==> config.mk <==
export PLATFORM = sky130hd
export DESIGN_NAME = datapath_sequencer_flat
export DESIGN_NICKNAME = d
export VERILOG_FILES = /design/src/rtl/cpu_ctrl_pkg.sv /design/src/rtl/datapath_sequencer_if.sv /design/src/rtl/instr_decoder.sv /design/src/rtl/datapath_sequencer.sv /design/src/flat_wrapper.sv
export SDC_FILE = /design/constraint.sdc
export NUM_CORES = 1
export LEC_CHECK = 0
export ABC_AREA = 1
export CAP_MARGIN = 20
export CORE_MARGIN = 2
export CORE_UTILIZATION = 55
export CTS_BUF_LIST = sky130_fd_sc_hd__clkbuf_8 sky130_fd_sc_hd__clkbuf_16
export CTS_CLUSTER_DIAMETER = 40
export DETAILED_ROUTE_END_ITERATION = 16
export GPL_TIMING_DRIVEN = 0
export PLACE_DENSITY = 0.82
export SYNTH_ARGS = -nofsm -noshare
export SYNTH_HDL_FRONTEND = slang
export SYNTH_SLANG_ARGS = --single-unit
==> constraint.sdc <==
create_clock -name clk -period 4.45 [get_ports clk]
set_clock_uncertainty 0.15 [all_clocks]
set_input_delay 0.445 -clock clk [delete_from_list [all_inputs] [get_ports clk]]
set_output_delay 0.445 -clock clk [all_outputs]
set_load 0.005 [all_outputs]
==> src/rtl/cpu_ctrl_pkg.sv <==
// Shared opcode/funct encodings, ALU codes, FSM state codes and the control
// bundle passed from the instruction decoder to the sequencer.
package cpu_ctrl_pkg;

  localparam logic [5:0] OP_RTYPE = 6'b000000;
  localparam logic [5:0] OP_LW    = 6'b100011;
  localparam logic [5:0] OP_SW    = 6'b101011;
  localparam logic [5:0] OP_ADDI  = 6'b001000;
  localparam logic [5:0] OP_BEQ   = 6'b000100;
  localparam logic [5:0] OP_HALT  = 6'b111111;

  localparam logic [5:0] FN_ADD = 6'b100000;
  localparam logic [5:0] FN_SUB = 6'b100010;
  localparam logic [5:0] FN_AND = 6'b100100;
  localparam logic [5:0] FN_OR  = 6'b100101;
  localparam logic [5:0] FN_SLT = 6'b101010;

  localparam logic [3:0] ALU_AND = 4'b0000;
  localparam logic [3:0] ALU_OR  = 4'b0001;
  localparam logic [3:0] ALU_ADD = 4'b0101;
  localparam logic [3:0] ALU_SUB = 4'b0110;
  localparam logic [3:0] ALU_SLT = 4'b0111;

  localparam logic [2:0] ST_FETCH  = 3'd0;
  localparam logic [2:0] ST_DECODE = 3'd1;
  localparam logic [2:0] ST_EXEC   = 3'd2;
  localparam logic [2:0] ST_MEM    = 3'd3;
  localparam logic [2:0] ST_WB     = 3'd4;
  localparam logic [2:0] ST_HALT   = 3'd5;

  typedef enum logic [2:0] {
    K_NONE  = 3'd0,
    K_RTYPE = 3'd1,
    K_LW    = 3'd2,
    K_SW    = 3'd3,
    K_ADDI  = 3'd4,
    K_BEQ   = 3'd5,
    K_HALT  = 3'd6
  } instr_kind_e;

  typedef struct packed {
    logic        reg_dst;
    logic        alu_src;
    logic        mem_to_reg;
    logic [3:0]  alu_ctrl;
    instr_kind_e kind;
  } ctrl_t;

endpackage

==> src/rtl/datapath_sequencer_if.sv <==
// Instruction-fetch bus between the sequencer (master) and instruction memory.
// Handshake: the master holds fetch_req and fetch_addr stable while waiting;
// a word transfers on a rising edge where fetch_req and fetch_valid are both 1,
// and fetch_valid while fetch_req is 0 is ignored.
interface datapath_sequencer_if #(
  parameter int PC_WIDTH = 32
);
  logic                fetch_req;
  logic [PC_WIDTH-1:0] fetch_addr;
  logic                fetch_valid;
  logic [31:0]         fetch_data;

  modport master (output fetch_req, fetch_addr, input fetch_valid, fetch_data);
  modport slave  (input fetch_req, fetch_addr, output fetch_valid, fetch_data);
endinterface

==> src/rtl/instr_decoder.sv <==
// Combinational decode of opcode/funct into the DataPath control bundle,
// flagging anything outside the supported instruction subset as illegal.
module instr_decoder
  import cpu_ctrl_pkg::*;
(
  input  logic [5:0] i_opcode,
  input  logic [5:0] i_funct,
  output ctrl_t      o_ctrl,
  output logic       o_illegal
);

  always_comb begin
    o_ctrl    = '0;
    o_illegal = 1'b0;
    case (i_opcode)
      OP_RTYPE: begin
        o_ctrl.reg_dst = 1'b1;
        o_ctrl.kind    = K_RTYPE;
        case (i_funct)
          FN_ADD:  o_ctrl.alu_ctrl = ALU_ADD;
          FN_SUB:  o_ctrl.alu_ctrl = ALU_SUB;
          FN_AND:  o_ctrl.alu_ctrl = ALU_AND;
          FN_OR:   o_ctrl.alu_ctrl = ALU_OR;
          FN_SLT:  o_ctrl.alu_ctrl = ALU_SLT;
          default: begin
            o_ctrl    = '0;
            o_illegal = 1'b1;
          end
        endcase
      end
      OP_LW: begin
        o_ctrl.alu_src    = 1'b1;
        o_ctrl.mem_to_reg = 1'b1;
        o_ctrl.alu_ctrl   = ALU_ADD;
        o_ctrl.kind       = K_LW;
      end
      OP_SW: begin
        o_ctrl.alu_src  = 1'b1;
        o_ctrl.alu_ctrl = ALU_ADD;
        o_ctrl.kind     = K_SW;
      end
      OP_ADDI: begin
        o_ctrl.alu_src  = 1'b1;
        o_ctrl.alu_ctrl = ALU_ADD;
        o_ctrl.kind     = K_ADDI;
      end
      OP_BEQ: begin
        o_ctrl.alu_ctrl = ALU_SUB;
        o_ctrl.kind     = K_BEQ;
      end
      OP_HALT: o_ctrl.kind = K_HALT;
      default: o_illegal = 1'b1;
    endcase
  end

endmodule

==> src/rtl/datapath_sequencer.sv <==
// Multi-cycle FETCH/DECODE/EXEC/MEM/WB control FSM driving the single-cycle
// DataPath; owns the PC, branch resolution, memory wait/timeout and retire count.
module datapath_sequencer
  import cpu_ctrl_pkg::*;
#(
  parameter int PC_WIDTH    = 32,
  parameter int RESET_PC    = 0,
  parameter int MEM_TIMEOUT = 15,
  parameter int CNT_WIDTH   = 16
) (
  input  logic                  clk,
  input  logic                  rst,
  datapath_sequencer_if.master  fetch_if,
  input  logic                  mem_ack,
  input  logic                  zero,
  output logic [25:0]           Instruction,
  output logic                  RegDst,
  output logic                  ALUSrc,
  output logic                  MemToReg,
  output logic                  MemRead,
  output logic                  MemWrite,
  output logic                  RegWrite,
  output logic [3:0]            ALUControl_Signal,
  output logic                  halted,
  output logic                  illegal,
  output logic                  timeout,
  output logic [CNT_WIDTH-1:0]  retired,
  output logic [2:0]            o_state
);

  localparam int              TW    = $clog2(MEM_TIMEOUT + 1);
  localparam logic [TW-1:0]   T_LIM = TW'(MEM_TIMEOUT - 1);

  logic [2:0]           r_state;
  logic [PC_WIDTH-1:0]  r_pc;
  logic [31:0]          r_instr;
  ctrl_t                r_ctrl;
  logic [TW-1:0]        r_mem_cnt;
  logic [CNT_WIDTH-1:0] r_retired;
  logic                 r_halted;
  logic                 r_illegal;
  logic                 r_timeout;

  ctrl_t                w_dec_ctrl;
  logic                 w_dec_illegal;
  ctrl_t                w_ctrl;
  logic [31:0]          w_off32;
  logic [PC_WIDTH-1:0]  w_pc_plus4;
  logic [PC_WIDTH-1:0]  w_pc_branch;

  instr_decoder u_dec (
    .i_opcode  (r_instr[31:26]),
    .i_funct   (r_instr[5:0]),
    .o_ctrl    (w_dec_ctrl),
    .o_illegal (w_dec_illegal)
  );

  assign w_off32     = {{14{r_instr[15]}}, r_instr[15:0], 2'b00};
  assign w_pc_plus4  = r_pc + PC_WIDTH'(4);
  assign w_pc_branch = w_pc_plus4 + PC_WIDTH'($signed(w_off32));

  always_ff @(posedge clk) begin
    if (rst) begin
      r_state   <= ST_FETCH;
      r_pc      <= PC_WIDTH'(RESET_PC);
      r_instr   <= '0;
      r_ctrl    <= '0;
      r_mem_cnt <= '0;
      r_retired <= '0;
      r_halted  <= 1'b0;
      r_illegal <= 1'b0;
      r_timeout <= 1'b0;
    end else begin
      r_illegal <= 1'b0;
      r_timeout <= 1'b0;
      case (r_state)
        ST_FETCH: begin
          if (fetch_if.fetch_valid) begin
            r_instr <= fetch_if.fetch_data;
            r_state <= ST_DECODE;
          end
        end
        ST_DECODE: begin
          if (w_dec_illegal) begin
            r_illegal <= 1'b1;
            r_pc      <= w_pc_plus4;
            r_state   <= ST_FETCH;
          end else begin
            r_ctrl  <= w_dec_ctrl;
            r_state <= ST_EXEC;
          end
        end
        ST_EXEC: begin
          r_mem_cnt <= '0;
          case (r_ctrl.kind)
            K_BEQ: begin
              r_pc      <= zero ? w_pc_branch : w_pc_plus4;
              r_retired <= r_retired + 1'b1;
              r_ctrl    <= '0;
              r_state   <= ST_FETCH;
            end
            K_LW, K_SW: r_state <= ST_MEM;
            K_HALT: begin
              r_halted <= 1'b1;
              r_ctrl   <= '0;
              r_state  <= ST_HALT;
            end
            default: r_state <= ST_WB;
          endcase
        end
        ST_MEM: begin
          if (mem_ack) begin
            if (r_ctrl.kind == K_LW) begin
              r_state <= ST_WB;
            end else begin
              r_retired <= r_retired + 1'b1;
              r_pc      <= w_pc_plus4;
              r_ctrl    <= '0;
              r_state   <= ST_FETCH;
            end
          end else if (r_mem_cnt == T_LIM) begin
            // Abandon the access: skip the instruction without retiring it.
            r_timeout <= 1'b1;
            r_pc      <= w_pc_plus4;
            r_ctrl    <= '0;
            r_state   <= ST_FETCH;
          end else begin
            r_mem_cnt <= r_mem_cnt + 1'b1;
          end
        end
        ST_WB: begin
          r_retired <= r_retired + 1'b1;
          r_pc      <= w_pc_plus4;
          r_ctrl    <= '0;
          r_state   <= ST_FETCH;
        end
        ST_HALT: r_state <= ST_HALT;
        default: r_state <= ST_FETCH;
      endcase
    end
  end

  // In DECODE the bundle comes straight from the decoder; afterwards from r_ctrl.
  assign w_ctrl = (r_state == ST_DECODE) ? w_dec_ctrl : r_ctrl;

  assign fetch_if.fetch_req  = (r_state == ST_FETCH);
  assign fetch_if.fetch_addr = r_pc;

  assign Instruction       = r_instr[25:0];
  assign RegDst            = w_ctrl.reg_dst;
  assign ALUSrc            = w_ctrl.alu_src;
  assign MemToReg          = w_ctrl.mem_to_reg;
  assign ALUControl_Signal = w_ctrl.alu_ctrl;
  assign MemRead           = ((r_state == ST_MEM) || (r_state == ST_WB)) && (r_ctrl.kind == K_LW);
  assign MemWrite          = (r_state == ST_MEM) && (r_ctrl.kind == K_SW);
  assign RegWrite          = (r_state == ST_WB);
  assign halted            = r_halted;
  assign illegal           = r_illegal;
  assign timeout           = r_timeout;
  assign retired           = r_retired;
  assign o_state           = r_state;

endmodule

==> src/flat_wrapper.sv <==
// flat-port wrapper written by rule: the top's interface ports become plain ports
module datapath_sequencer_flat import cpu_ctrl_pkg::*;
#(
  parameter int PC_WIDTH    = 32,
  parameter int RESET_PC    = 0,
  parameter int MEM_TIMEOUT = 15,
  parameter int CNT_WIDTH   = 16
)
  (clk, rst, mem_ack, zero, Instruction, RegDst, ALUSrc, MemToReg, MemRead, MemWrite, RegWrite, ALUControl_Signal, halted, illegal, timeout, retired, o_state, fetch_if_fetch_req, fetch_if_fetch_addr, fetch_if_fetch_valid, fetch_if_fetch_data);
  datapath_sequencer_if #(.PC_WIDTH(PC_WIDTH)) fetch_if_i ();
  input  logic clk;
  input  logic rst;
  input  logic mem_ack;
  input  logic zero;
  output logic [25:0] Instruction;
  output logic RegDst;
  output logic ALUSrc;
  output logic MemToReg;
  output logic MemRead;
  output logic MemWrite;
  output logic RegWrite;
  output logic [3:0] ALUControl_Signal;
  output logic halted;
  output logic illegal;
  output logic timeout;
  output logic [CNT_WIDTH-1:0] retired;
  output logic [2:0] o_state;
  output wire logic [$bits(fetch_if_i.fetch_req)-1:0] fetch_if_fetch_req;
  output wire logic [$bits(fetch_if_i.fetch_addr)-1:0] fetch_if_fetch_addr;
  input wire logic [$bits(fetch_if_i.fetch_valid)-1:0] fetch_if_fetch_valid;
  input wire logic [$bits(fetch_if_i.fetch_data)-1:0] fetch_if_fetch_data;
  assign fetch_if_fetch_req = fetch_if_i.fetch_req;
  assign fetch_if_fetch_addr = fetch_if_i.fetch_addr;
  assign fetch_if_i.fetch_valid = fetch_if_fetch_valid;
  assign fetch_if_i.fetch_data = fetch_if_fetch_data;
  datapath_sequencer #(.PC_WIDTH(PC_WIDTH), .RESET_PC(RESET_PC), .MEM_TIMEOUT(MEM_TIMEOUT), .CNT_WIDTH(CNT_WIDTH)) u_core (.clk(clk), .rst(rst), .fetch_if(fetch_if_i), .mem_ack(mem_ack), .zero(zero), .Instruction(Instruction), .RegDst(RegDst), .ALUSrc(ALUSrc), .MemToReg(MemToReg), .MemRead(MemRead), .MemWrite(MemWrite), .RegWrite(RegWrite), .ALUControl_Signal(ALUControl_Signal), .halted(halted), .illegal(illegal), .timeout(timeout), .retired(retired), .o_state(o_state));
endmodule
After elaboration in Yosys (flattened, before gate mapping)
Index checks and enable logic that the tools add are counted.
Storage, ports and cells
  output and inout port bits: 91
  flip-flop bits (word level): 100
  input bits: 37
  logic and storage cells: 112
Operators by class
  bitwise logic cells: 2
  eq/ne operators: 31
  multiplexer cells: 40
  add/subtract/negate cells: 4
  reductions and logical operators: 22
Operators by type and width (count)
  two-way mux 32 bit: 6
  case mux 32 bit (4 select lines): 1
  two-way mux 10 bit: 6
  equality test 6 bit (second input constant): 8
  two-way mux 16 bit: 3
  case mux 16 bit (3 select lines): 1
  case mux 10 bit (4 select lines): 1
  adder 32 x 3 -> 32 bit (second input constant): 1
  adder 32 bit: 1
  case mux 3 bit (6 select lines): 1
  adder 16 x 1 -> 16 bit (second input constant): 1
  two-way mux 3 bit: 5
  case mux 3 bit (5 select lines): 1
  inequality test 2 bit (second input constant): 7
  equality test 3 x 2 -> 1 bit (second input constant): 4
  equality test 3 bit (second input constant): 4
  case mux 3 bit (4 select lines): 1
  case mux 4 bit (3 select lines): 1
  AND reduction 5 bit: 2
  OR reduction 5 bit: 2
  case mux 3 bit (3 select lines): 1
  two-way mux 4 bit: 2
  case mux 4 bit (2 select lines): 1
  equality test 6 x 3 -> 1 bit (second input constant): 1
  23 further kinds: 37

Longest topological paths before layout
  depth after elaboration: 6
  mapped depth: 24
  depth with buffers taken out: 24

Hierarchy
Synthesis repeated with hierarchy kept, for this count alone.
Unflattened totals
  cell total of the unflattened synthesis: 1317
  area, all modules: 7980.2 um2
Modules (own cells, without submodules)
  datapath_sequencer: sequential area each 1961.9 um2, area an instance 7684.9 um2, instances 1, cells each 1253
  instr_decoder: sequential area each 0.0 um2, area an instance 295.3 um2, instances 1, cells each 64

Least setup slack after synthesis
No wires, ideal clock.
  kind: register -> register
  start point: register u_core.r_pc[3], in the netlist u_core.fetch_if.fetch_addr[3]
  end point: register u_core.r_pc[27], in the netlist u_core.fetch_if.fetch_addr[27]
  data arrival time: 2443 ps
  buffers on the path: 1
  library setup time: 132 ps
  path slack: 1724 ps
  required time: 4168 ps
  cell stages (with the launch flop): 19
  clock period less this slack: 2726 ps
  path through: dfxtp_1 -> ha_1 -> nand2_1 -> nor2_1 -> nand3_1 -> xor2_1 -> inv_1 -> ha_1 -> buf_2 -> nand2_1 -> nor2_1 -> inv_1 -> nor2_1 -> and2_1 -> nand2_1 -> nand4_1 -> nand3_1 -> nand2_1 -> a21oi_1
Between the ends
  word-level cells in the longest chain between the ends: 5
  elaborated cells on any way between the ends: 9
  those cells by class: add/sub (2); mux (7)
Ends and longest elaborated chain
  start: declaration: line datapath_sequencer.sv:35  | logic [PC_WIDTH-1:0] r_pc;
  start signal: assignment: line datapath_sequencer.sv:65  | r_pc <= PC_WIDTH'(RESET_PC);
  start signal: assignment: line datapath_sequencer.sv:86  | r_pc <= w_pc_plus4;
  start signal: assignment: line datapath_sequencer.sv:97  | r_pc <= zero ? w_pc_branch : w_pc_plus4;
  adder 32 x 3 -> 32 bit (*): line datapath_sequencer.sv:59  | assign w_pc_plus4 = r_pc + PC_WIDTH'(4);
  adder 32 bit: line datapath_sequencer.sv:60  | assign w_pc_branch = w_pc_plus4 + PC_WIDTH'($signed(w_off32));
  two-way mux 32 bit: line datapath_sequencer.sv:97
  two-way mux 32 bit: line datapath_sequencer.sv:95  | case (r_ctrl.kind)
  case mux 32 bit (4 select lines) (*): line datapath_sequencer.sv:76  | case (r_state)
Mark *: on every way between the ends. The rest lies on a longest branch, timed or not. The select of a mux whose other input is x is not followed.
A chain may end at the register's enable or synchronous reset.

Worst setup path in the final report
  start point: register u_core.r_pc[4], in the netlist u_core.fetch_if.fetch_addr[4]
  end point: register u_core.r_pc[23], in the netlist u_core.fetch_if.fetch_addr[23]
Same word-level chain as after synthesis.

==> impl_results.md <==
- Hold crit path type: flip-flop to flip-flop
- First-pass GRT wire length: 39.5 mm
- Main combinational cell family by area after synthesis: simple AND/OR/NAND/NOR gates
- Critical Path AT: 3.62 ns
- Xor-xnor portion of the synthesized cell area: 3.00%
- Maximum vdd drop: 234 uV
- Minimum clock period after layout: 3.56 ns
- Slowest stage cell, crit path: dfxtp_1
- DP HPWL: approximately 20 mm
- P_leak: 0.00435 uW
- # setup viols final: 0
- Dpl ws: 1.02 ns
- TritonCTS Sinks: 97
- Bufs on Longest Clock Path: 2
- Fmax: roughly 280 MHz
- CP max stage delay: between 0.4 and 0.5 ns
- Critical path fanouts, max: 8
- Sequential element share of the synthesized area: 24.6%
- Top cells by count, synth: nand2_1 (376), inv_1 (179), nor2_1 (141), a21oi_1 (121), nand3_1 (101)
- Mapped Cells: between 1k and 1.5k
- Routed len/inst: approximately 15 um
- Simple-gate share of the synthesized area: between 30% and 40%
- R2R depth: 18
- Max_slew headroom: 41.7%
- Pwr per Cell Area: 339 nW/um^2
- Worst-path cell chain: nand2_1, inv_1, nand2_1, nor2_1, nand3_1, xor2_1, inv_1, ha_1, buf_2, nand2_1, nor2_1, inv_1, nor2_1, nand3_1, nand4_1, nand3_1, nand2_1, a21oi_1
- Worst Setup Start Kind: flip-flop
- Vias in the first global route: 8245
- Post-synthesis mux area share: 0%
- Vias per inst: roughly 5.4
- Count of different cell masters after synthesis: 45
- Most instantiated library cell after synthesis: nand2_1
- RD Place Congestion: 0.990
- CP top delay family: simple AND/OR/NAND/NOR gates
- Worst slew pin tran: a little under 0.9 ns
- Layout area overhead: 22.3%
- Synth top area share: roughly a quarter
- Worst skew pair latency: 0.36 ns
- Register area: 1940 um^2
- Yosys warns: 0
- Initial antenna violation count: 0
- Slew Viols, Final: 0
- Async SR Flop Fraction: 0%
- FILL cells: 1263
- Iteration-0 DRC Markers: 798
- Main flop type after synthesis: dfxtp_1
- Layout Nets: 1534
- Initial Util: 56.6%
- Crit path setup slack, layout: 0.893 ns
- Fin crit share: 79.9%
- Hold Path Sink: u_core.r_ctrl[5]
- Via count: 8909
- Post-CTS Resized: 0
- Full die area: approximately 15000 um^2
- Post-Synth Adder-Cell Area: 6.60%
- Detail Route Antenna Nets: 0
- FF-to-FF setup slack: between 0.8 and 0.9 ns
- Max_cap viols: 0
- Multi-input logic area: 4870 um^2
- Mapped Area: 7880 um^2
- Hold Crit Depth: 2
- Status: finished, final reports clean
- Gr ovfl total: 0
- DRC viols: 0
- Pin count of the biggest net entering global routing: 23
- CTS tree: built
- FF-to-FF End: u_core.fetch_if.fetch_addr[23]
- Root buffer cell: clkbuf_16
- Layout cells sized above 1: 6.30%
- Inserted Clock Buffers: 9
- Flops & latches, synth: 97
- Worst Path Buf+Inv: 4
- Die Wd: 124 um
- Compound-gate portion of the synthesized area: 13.2%
- HP Start: u_core.r_ctrl[5]
- Diode count: 0
- Number of flops mapped to enable cells by yosys: 0
- Crit end category: flip-flop
- All-Layer GR Usage: 33.2%
- RSZ-0062 raised after global routing: no
- Synthesized area per cell: just under 6 um^2
- Die Height: 124 um
- # H-tree levels: 3
- Final Hold Fails: 0
- Critical path class: flip-flop to flip-flop
- WP data required: 4.52 ns
- Dominant cells by area after synthesis: dfxtp_1 (25%), nand2_1 (18%), inv_1 (8.5%)
- Detailed Routing Iterations Pass 1: 6
- Final wirelength: 25.0 mm
- RR Startpoint: u_core.fetch_if.fetch_addr[4]
- Post-CTS Setup Bufs: 0
- Core area: 13900 um^2
- Setup_tns: 0 ns
- Io pins: 128
- Clock slew at reported path FFs: 0.07 ns
- Top cell type by total area after synthesis: dfxtp_1
- Cell mode on critical path: nand2_1
- # port buffers: 122
- Hold buffer count at cts: 0
- # rows: 43
[per-stage QoR]
stage | instance area, um^2 | power, uW | util [%] | std cells | hold WS (ns)
final | 9640 | 3260 | 69.1 | 1641 | 0.313
after floorplan | 7890 | 1950 | - | 1323 | 0.281
after CTS | 9640 | 3250 | 69.1 | 1641 | 0.314
after global routing | 9640 | 3450 | 69.1 | 1641 | 0.336
after detailed placement | 9340 | 2460 | 67.0 | 1625 | 0.304
after global placement | 9340 | 2440 | 67.0 | 1625 | 0.294
[power breakdown]
part           total, uW  switching (uW)  internal, uW
combinational       1330             766           566
sequential          1130             155           975
clock                801             372           430
total               3260            1290          1970
[sequential cells by signal, indices dropped and copies added, names as in the netlist]
| name | count |
|---|---|
| u_core.r_instr | 32 |
| u_core.fetch_if.fetch_addr | 30 |
| u_core.retired | 16 |
| u_core.r_ctrl | 9 |
| u_core.r_mem_cnt | 4 |
| u_core.o_state | 3 |
| u_core.halted | 1 |
| u_core.illegal | 1 |
| u_core.timeout | 1 |
[per-layer routing]
metal / vias to the layer above / part of all wire (%) / GRT usage [%]
met5: - / 0 / 0
met4: 0 / 5.6 / 20.0
met3: 84 / 7.1 / 5.27
met2: 379 / 45 / 54.0
met1: 3965 / 42 / 41.2
li1: 4481 / - / -
[area by class of cell]
class / count / area share [%]
buffer: 62 / 4.04
clock buffer: 12 / 2.77
clock inverter: 4 / 0.351
inverter: 183 / 7.18
multi-input combinational: 981 / 50.5
sequential: 97 / 20.2
tap: 180 / 2.34
timing repair buffer: 122 / 12.7
[cells in the final DEF (no fill, tap or decap), types with 4 or more instances in the layout]
cell type	Yosys	routed
inv_1	179	179
nand2_1	376	376
nand3_1	101	101
xor2_1	17	17
ha_1	40	40
and2_1	4	4
nand3_2	4	4
buf_2	8	8
nor2_1	141	141
xnor2_1	10	10
a21oi_1	121	121
nand3b_1	4	4
buf_4	29	29
o21ai_1	14	14
dfxtp_1	97	97
buf_6	5	5
nand4_1	24	24
nor3_1	26	26
clkdlybuf4s50_1	0	122
nand2_2	5	5
nor2_2	7	7
o21ai_0	48	48
clkbuf_16	0	9
or2_2	5	5
clkbuf_1	18	18
[tightest hold or removal path: stages (launching register included)]
cell and delay, ns:
dfxtp_1 0.31, nand2_1 0.06, a21oi_1 0.05
[cells by family after synthesis]
kind of cell,Yosys count
compound gates,199
xor+xnor,27
fa+ha+maj,41
buf+inv,245
flops,97
other cells,1
simple gates,711
[worst max-delay path by stage]
stage / startpoint / to / depth (start not counted) / slack [ns]
global route: u_core.fetch_if.fetch_addr[2] / u_core.fetch_if.fetch_addr[23] / 18 / 0.60
CTS: u_core.fetch_if.fetch_addr[4] / u_core.fetch_if.fetch_addr[23] / 18 / 0.99
global placement: u_core.fetch_if.fetch_addr[7] / u_core.fetch_if.fetch_addr[14] / 15 / 1.06
detailed placement: u_core.fetch_if.fetch_addr[4] / u_core.fetch_if.fetch_addr[23] / 18 / 1.02
finish: u_core.fetch_if.fetch_addr[4] / u_core.fetch_if.fetch_addr[23] / 18 / 0.89
floorplan: u_core.fetch_if.fetch_addr[3] / u_core.fetch_if.fetch_addr[27] / 18 / 1.72
(Power assumes the default switching activity.)
